==> config.mk <==
export PLATFORM = sky130hd
export DESIGN_NAME = rtc_hms_clock
export DESIGN_NICKNAME = d
export VERILOG_FILES = /design/src/rtl/rtc_hms_clock.sv
export SDC_FILE = /design/constraint.sdc
export NUM_CORES = 1
export LEC_CHECK = 0
export CORE_ASPECT_RATIO = 1.4
export CORE_MARGIN = 2
export CORE_UTILIZATION = 56
export CTS_BUF_LIST = sky130_fd_sc_hd__clkbuf_4 sky130_fd_sc_hd__clkbuf_8 sky130_fd_sc_hd__clkbuf_16
export DETAILED_ROUTE_END_ITERATION = 12
export DONT_BUFFER_PORTS = 1
export MAX_ROUTING_LAYER = met4
export PLACE_DENSITY = 0.71
export SLEW_MARGIN = 20
export SYNTH_ARGS = -nofsm -noshare
export SYNTH_HDL_FRONTEND = slang
export SYNTH_SLANG_ARGS = --single-unit
==> constraint.sdc <==
create_clock -name clk_100MHz -period 5.7 [get_ports clk_100MHz]
set_input_delay 0.57 -clock clk_100MHz [delete_from_list [all_inputs] [get_ports clk_100MHz]]
set_output_delay 0.57 -clock clk_100MHz [all_outputs]
set_load 0.02 [all_outputs]
==> src/rtl/rtc_hms_clock.sv <==
// BCD hours/minutes/seconds real-time clock with 12/24-hour display, set mode
// and a single armable minute alarm. Digit outputs are registered from the time registers.
module rtc_hms_clock #(
  parameter int CLK_HZ  = 100_000_000,
  parameter int TICK_HZ = 1
) (
  input  logic       clk_100MHz,
  input  logic       reset_pb,
  input  logic       mode_12h,
  input  logic       set_en,
  input  logic       inc_hr,
  input  logic       inc_min,
  input  logic       alarm_we,
  input  logic [4:0] alarm_hh,
  input  logic [5:0] alarm_mm,
  input  logic       alarm_ack,
  output logic       sec_tick,
  output logic [3:0] hrs_tens,
  output logic [3:0] hrs_ones,
  output logic [3:0] min_tens,
  output logic [3:0] min_ones,
  output logic [3:0] sec_tens,
  output logic [3:0] sec_ones,
  output logic       pm,
  output logic       alarm
);
  localparam int DIV = CLK_HZ / TICK_HZ;
  localparam int CW  = $clog2(DIV);
  localparam logic [CW-1:0] PRE_MAX = CW'(DIV - 1);

  logic [CW-1:0] pre;
  logic [3:0] h_t, h_o, m_t, m_o, s_t, s_o;
  logic [3:0] n_h_t, n_h_o, n_m_t, n_m_o, n_s_t, n_s_o;
  logic [3:0] hi_t, hi_o, mi_t, mi_o;
  logic       tick, fire, alarm_valid, alarm_ok;
  logic [4:0] a_hh, nh_bin, hr_bin, disp_hr;
  logic [5:0] a_mm, nm_bin;
  logic [3:0] d_tens, d_ones;
  logic       pm_d;

  // Single-step increments of the current hour and minute, shared by set mode and the carry chain
  always_comb begin
    mi_t = m_t;
    mi_o = m_o + 4'd1;
    if (m_o == 4'd9) begin
      mi_o = 4'd0;
      mi_t = (m_t == 4'd5) ? 4'd0 : m_t + 4'd1;
    end
    hi_t = h_t;
    hi_o = h_o + 4'd1;
    if (h_t == 4'd2 && h_o == 4'd3) begin
      hi_t = 4'd0;
      hi_o = 4'd0;
    end else if (h_o == 4'd9) begin
      hi_t = h_t + 4'd1;
      hi_o = 4'd0;
    end
  end

  always_comb begin
    tick  = !set_en && (pre == PRE_MAX);
    n_h_t = h_t;
    n_h_o = h_o;
    n_m_t = m_t;
    n_m_o = m_o;
    n_s_t = s_t;
    n_s_o = s_o;
    if (set_en) begin
      n_s_t = 4'd0;
      n_s_o = 4'd0;
      if (inc_min) begin
        n_m_t = mi_t;
        n_m_o = mi_o;
      end
      if (inc_hr) begin
        n_h_t = hi_t;
        n_h_o = hi_o;
      end
    end else if (tick) begin
      if (s_o != 4'd9) begin
        n_s_o = s_o + 4'd1;
      end else if (s_t != 4'd5) begin
        n_s_o = 4'd0;
        n_s_t = s_t + 4'd1;
      end else begin
        n_s_o = 4'd0;
        n_s_t = 4'd0;
        n_m_t = mi_t;
        n_m_o = mi_o;
        if (m_t == 4'd5 && m_o == 4'd9) begin
          n_h_t = hi_t;
          n_h_o = hi_o;
        end
      end
    end
  end

  assign nh_bin   = 5'(n_h_t) * 5'd10 + 5'(n_h_o);
  assign nm_bin   = 6'(n_m_t) * 6'd10 + 6'(n_m_o);
  assign hr_bin   = 5'(h_t) * 5'd10 + 5'(h_o);
  assign alarm_ok = (alarm_hh <= 5'd23) && (alarm_mm <= 6'd59);
  // Ticks only happen outside set mode, so a set-mode match can never fire
  assign fire = tick && alarm_valid && (n_s_t == 4'd0) && (n_s_o == 4'd0) &&
                (nm_bin == a_mm) && (nh_bin == a_hh);

  always_comb begin
    disp_hr = hr_bin;
    if (mode_12h) begin
      if (hr_bin == 5'd0)       disp_hr = 5'd12;
      else if (hr_bin > 5'd12)  disp_hr = hr_bin - 5'd12;
    end
    if (disp_hr >= 5'd20)      d_tens = 4'd2;
    else if (disp_hr >= 5'd10) d_tens = 4'd1;
    else                       d_tens = 4'd0;
    d_ones = 4'(disp_hr - 5'(d_tens) * 5'd10);
    pm_d   = mode_12h && (hr_bin >= 5'd12);
  end

  always_ff @(posedge clk_100MHz or posedge reset_pb) begin
    if (reset_pb) begin
      pre         <= '0;
      h_t         <= 4'd1;
      h_o         <= 4'd2;
      m_t         <= 4'd0;
      m_o         <= 4'd0;
      s_t         <= 4'd0;
      s_o         <= 4'd0;
      sec_tick    <= 1'b0;
      alarm_valid <= 1'b0;
      a_hh        <= 5'd0;
      a_mm        <= 6'd0;
      alarm       <= 1'b0;
      hrs_tens    <= 4'd1;
      hrs_ones    <= 4'd2;
      min_tens    <= 4'd0;
      min_ones    <= 4'd0;
      sec_tens    <= 4'd0;
      sec_ones    <= 4'd0;
      pm          <= 1'b0;
    end else begin
      pre      <= (set_en || tick) ? '0 : pre + CW'(1);
      h_t      <= n_h_t;
      h_o      <= n_h_o;
      m_t      <= n_m_t;
      m_o      <= n_m_o;
      s_t      <= n_s_t;
      s_o      <= n_s_o;
      sec_tick <= tick;
      if (alarm_we) begin
        alarm_valid <= alarm_ok;
        if (alarm_ok) begin
          a_hh <= alarm_hh;
          a_mm <= alarm_mm;
        end
      end
      if (fire)           alarm <= 1'b1;
      else if (alarm_ack) alarm <= 1'b0;
      hrs_tens <= d_tens;
      hrs_ones <= d_ones;
      min_tens <= m_t;
      min_ones <= m_o;
      sec_tens <= s_t;
      sec_ones <= s_o;
      pm       <= pm_d;
    end
  end
endmodule

==> impl_metrics.json <==
{
  "worstPathRequired_ns": 5.95,
  "die_area_sq_mm": 0.00956,
  "maxClockFrequency_ghz": 0.200,
  "starting_density_of_the_core_pct": 57.5,
  "num_rows": 40,
  "cts-buffers-inserted": 9,
  "final_design_area_no_fill_sq_mm": 0.00525,
  "cts.htree.levels": 3,
  "holdBufCountCts": 0,
  "run_status": "finished clean",
  "detail_route.drc_violations": 0,
  "fillers": 724,
  "placed_cells_incl_taps": 572,
  "critical_path.n_buffers_inverters": 1,
  "final_layout_size_suffix_gt1_share_pct": 10.4,
  "top_usage_layer": "met2",
  "dr.pass1.iters": 4,
  "numPortBuffers": 0,
  "final-max-slew-violation-count": 0,
  "via_count": 3396,
  "yosysMostFrequentCell": "sky130_fd_sc_hd__dfrtp_1",
  "crit_type": "register to register",
  "yosys-top-cells-count": "84 x sky130_fd_sc_hd__dfrtp_1, 59 x sky130_fd_sc_hd__nor2_1, 28 x sky130_fd_sc_hd__nand2_1, 28 x sky130_fd_sc_hd__xor2_1, 26 x sky130_fd_sc_hd__xnor2_1",
  "layout-area-overhead-vs-synth_pct": 6.76,
  "layout_worst_path_cycle_share_pct": 87.8,
  "worstMarginPinSlew_ns": 0.736,
  "final_cell_count_no_fill": 588,
  "top_ff_cell_synth": "sky130_fd_sc_hd__dfrtp_1",
  "critical_path.endpoint_type": "register",
  "grt_met1_use_pct": 26.4,
  "synthArstFlopShare_pct": 100,
  "startpoint_type": "register",
  "ys_seq_area_share_pct": 44.9,
  "routing_usage_on_met3_pct": 3.59,
  "syn_avg_cell_area_sq_um": 10.2,
  "antenna_cells": 0,
  "post_cts_buffers": 0,
  "synthesis.area_sq_mm": 0.00492,
  "worst_path_largest_cell_delay_ns": 0.59,
  "vdd_ir_drop_max_uv": 441,
  "ctsLongestPathBuffers": 2,
  "worst_path_arrival_ns": 5.25,
  "post-route-min-period_ns": 5.00,
  "hp-class": "input pin to asynchronous set/reset pin",
  "seqCellArea_sq_mm": 0.00221,
  "finalNetCount": 525,
  "synth.lib_cells_used.distinct": 64,
  "grt_use_met2_pct": 36.7,
  "synthTopCellsByArea": "sky130_fd_sc_hd__dfrtp_1 43%, sky130_fd_sc_hd__ha_1 6.1%, sky130_fd_sc_hd__xor2_1 5.0%, sky130_fd_sc_hd__xnor2_1 4.6%, sky130_fd_sc_hd__nor2_1 4.5%",
  "grt_remaining_overflow": 0,
  "postCtsResizedCells": 0,
  "setup-tns-final_ns": 0,
  "yosys_register_bits": 88,
  "rsz0062_at_grt": "no",
  "grt_max_degree": 60,
  "total_power_mw": 2.44,
  "final_hold_viol_count": 0,
  "power.density_mw_per_mm2": 464,
  "footprint_of_the_multi_input_gates_sq_mm": 0.00253,
  "dp.final_hpwl_um": 6920,
  "dr_vias_cell": 5.78,
  "die_w_um": 83.2,
  "crit_path_top_delay_cell": "sky130_fd_sc_hd__or4_4",
  "cts_root_buffer": "sky130_fd_sc_hd__clkbuf_16",
  "clock_tree_from_tritoncts": "yes",
  "boundaryPins": 46,
  "final_util_pct": 61.4,
  "largest_fanout_of_any_net_on_the_critical_path": 12,
  "clk_latency_ns": 0.34,
  "setup_viol": 0,
  "leakagePower_nw": 2.35,
  "clock_transition_at_the_registers_of_the_reported_paths_ns": 0.07,
  "synth_top_area_share_pct": 42.7,
  "grt_pass1_wl_um": 16100,
  "timing.critical_path.max_delay_family": "simple AND/OR/NAND/NOR gates",
  "syn-instance-count": 483,
  "1st_iter_drt_viols": 205,
  "remaining_antenna_violation_count_after_routing": 0,
  "core_area_sq_mm": 0.00856,
  "synth-edff-count": 0,
  "detail_routed_net_length_per_standard_cell_um": 16.0,
  "max_cap_violations": 0,
  "floorplan.die.height_um": 115,
  "cts.sink_count": 88,
  "route.final.wire_length_um": 9390,
  "cp_cell_instances": "ha_1 -> and3_1 -> nand4b_4 -> or4_4 -> o21ai_0 -> nand2_1 -> xnor2_1 -> ha_1 -> inv_1 -> fa_1 -> xor2_1 -> nand3_1 -> or4_1 -> nor4_1 -> nand4_1 -> or4_1 -> o32ai_2",
  "synth.yosys.warnings": 0,
  "grt_antenna_before_repair": 0,
  "yosys.area.top_type": "sky130_fd_sc_hd__dfrtp_1",
  "clock_skew_ns": 0.00770,
  "placement.cell_area_sq_mm": 0.00496,
  "gp_routability_congestion": 0.910,
  "grt_usage_pct": 21.8,
  "first_global_vias": 3346,
  "slew_headroom_pct": 50.9
}
## power breakdown
part | leakage (nW) | switching [mW] | internal [mW]
Clock | 0.136 | 0.246 | 0.311
Sequential | 1.14 | 0.154 | 0.745
Combinational | 1.07 | 0.540 | 0.439
## final cells by class
| class | instances | area share, % |
|---|---|---|
| inverter | 23 | 1.67 |
| tap | 105 | 2.50 |
| sequential | 88 | 42.0 |
| multi-input combinational | 355 | 48.2 |
| timing repair buffer | 1 | 0.143 |
| clock inverter | 6 | 0.953 |
| clock buffer | 10 | 4.55 |
## through the flow
step	hold WS, ns	worst slack, ns
floorplan	0.349	1.18
detailed placement	0.423	0.739
global route	0.145	0.366
CTS	0.127	0.677
global placement	0.436	0.956
finish	0.114	0.697
## sequential cells by signal (all words and copies together) (netlist names)
signal,flops
h_o,4
s_t,4
sec_ones,4
s_o,4
pre,27
pm,1
sec_tens,4
a_hh,5
hrs_ones,4
min_ones,4
alarm,1
alarm_valid,1
h_t,4
hrs_tens,2
a_mm,6
m_t,4
m_o,4
min_tens,4
sec_tick,1
## worst reg2reg max path, stage by stage (launching register included)
cell and delay [ns]:
sky130_fd_sc_hd__dfrtp_1 0.39, sky130_fd_sc_hd__ha_1 0.20, sky130_fd_sc_hd__and3_1 0.36, sky130_fd_sc_hd__nand4b_4 0.13, sky130_fd_sc_hd__or4_4 0.59, sky130_fd_sc_hd__o21ai_0 0.43
sky130_fd_sc_hd__nand2_1 0.13, sky130_fd_sc_hd__xnor2_1 0.28, sky130_fd_sc_hd__ha_1 0.22, sky130_fd_sc_hd__inv_1 0.06, sky130_fd_sc_hd__fa_1 0.49, sky130_fd_sc_hd__xor2_1 0.14
sky130_fd_sc_hd__nand3_1 0.07, sky130_fd_sc_hd__or4_1 0.49, sky130_fd_sc_hd__nor4_1 0.18, sky130_fd_sc_hd__nand4_1 0.11, sky130_fd_sc_hd__or4_1 0.42, sky130_fd_sc_hd__o32ai_2 0.20
## placed cells by master, fill, tap and decap left out, types with 12 or more instances in the layout
| cell | netlist | layout |
|---|---|---|
| sky130_fd_sc_hd__nand2_1 | 28 | 28 |
| sky130_fd_sc_hd__nor3_1 | 16 | 16 |
| sky130_fd_sc_hd__ha_1 | 24 | 24 |
| sky130_fd_sc_hd__dfrtp_1 | 84 | 84 |
| sky130_fd_sc_hd__nor2_1 | 59 | 59 |
| sky130_fd_sc_hd__nand4_1 | 12 | 12 |
| sky130_fd_sc_hd__a21oi_1 | 13 | 13 |
| sky130_fd_sc_hd__xor2_1 | 28 | 28 |
| sky130_fd_sc_hd__xnor2_1 | 26 | 26 |
| sky130_fd_sc_hd__o21ai_0 | 19 | 19 |
| sky130_fd_sc_hd__inv_1 | 23 | 22 |
## routing by layer
metal  vias to the layer above  wire (um)  part of all wire [%]
met5                         -          0                     0
met4                         0        177                   1.9
met3                        13        266                   2.8
met2                        56       4790                    51
met1                      1658       4150                    44
li1                       1669          -                     -
## cells by family after synthesis
kind of cell | synth area share [%]
AND/OR/NAND/NOR | 21.6
flip-flops | 44.9
AO/OA/AOI/OAI | 8.75
XOR/XNOR | 10.1
buffers and inverters | 3.79
adder cells (fa/ha/maj) | 7.73
multiplexers | 3.13
other | 0.0762
## path summary, 6_finish.rpt
check	slack (ns)	end	startpoint	depth (start not counted)
setup / recovery	0.70	alarm$_DFFE_PP0P_	pre[0]$_DFF_PP0_	17
hold reg to reg	0.45	min_ones[1]$_DFF_PP0_	m_o[1]$_DFF_PP0_	0
setup reg to reg	0.70	alarm$_DFFE_PP0P_	pre[0]$_DFF_PP0_	17
min in group clk_100MHz	0.29	s_o[3]$_DFF_PP0_	set_en	1
hold / removal	0.11	hrs_ones[2]$_DFF_PP0_	reset_pb	1
max in group asynchronous	4.47	s_o[0]$_DFF_PP0_	reset_pb	2
Power figures use the tool's default switching activity.
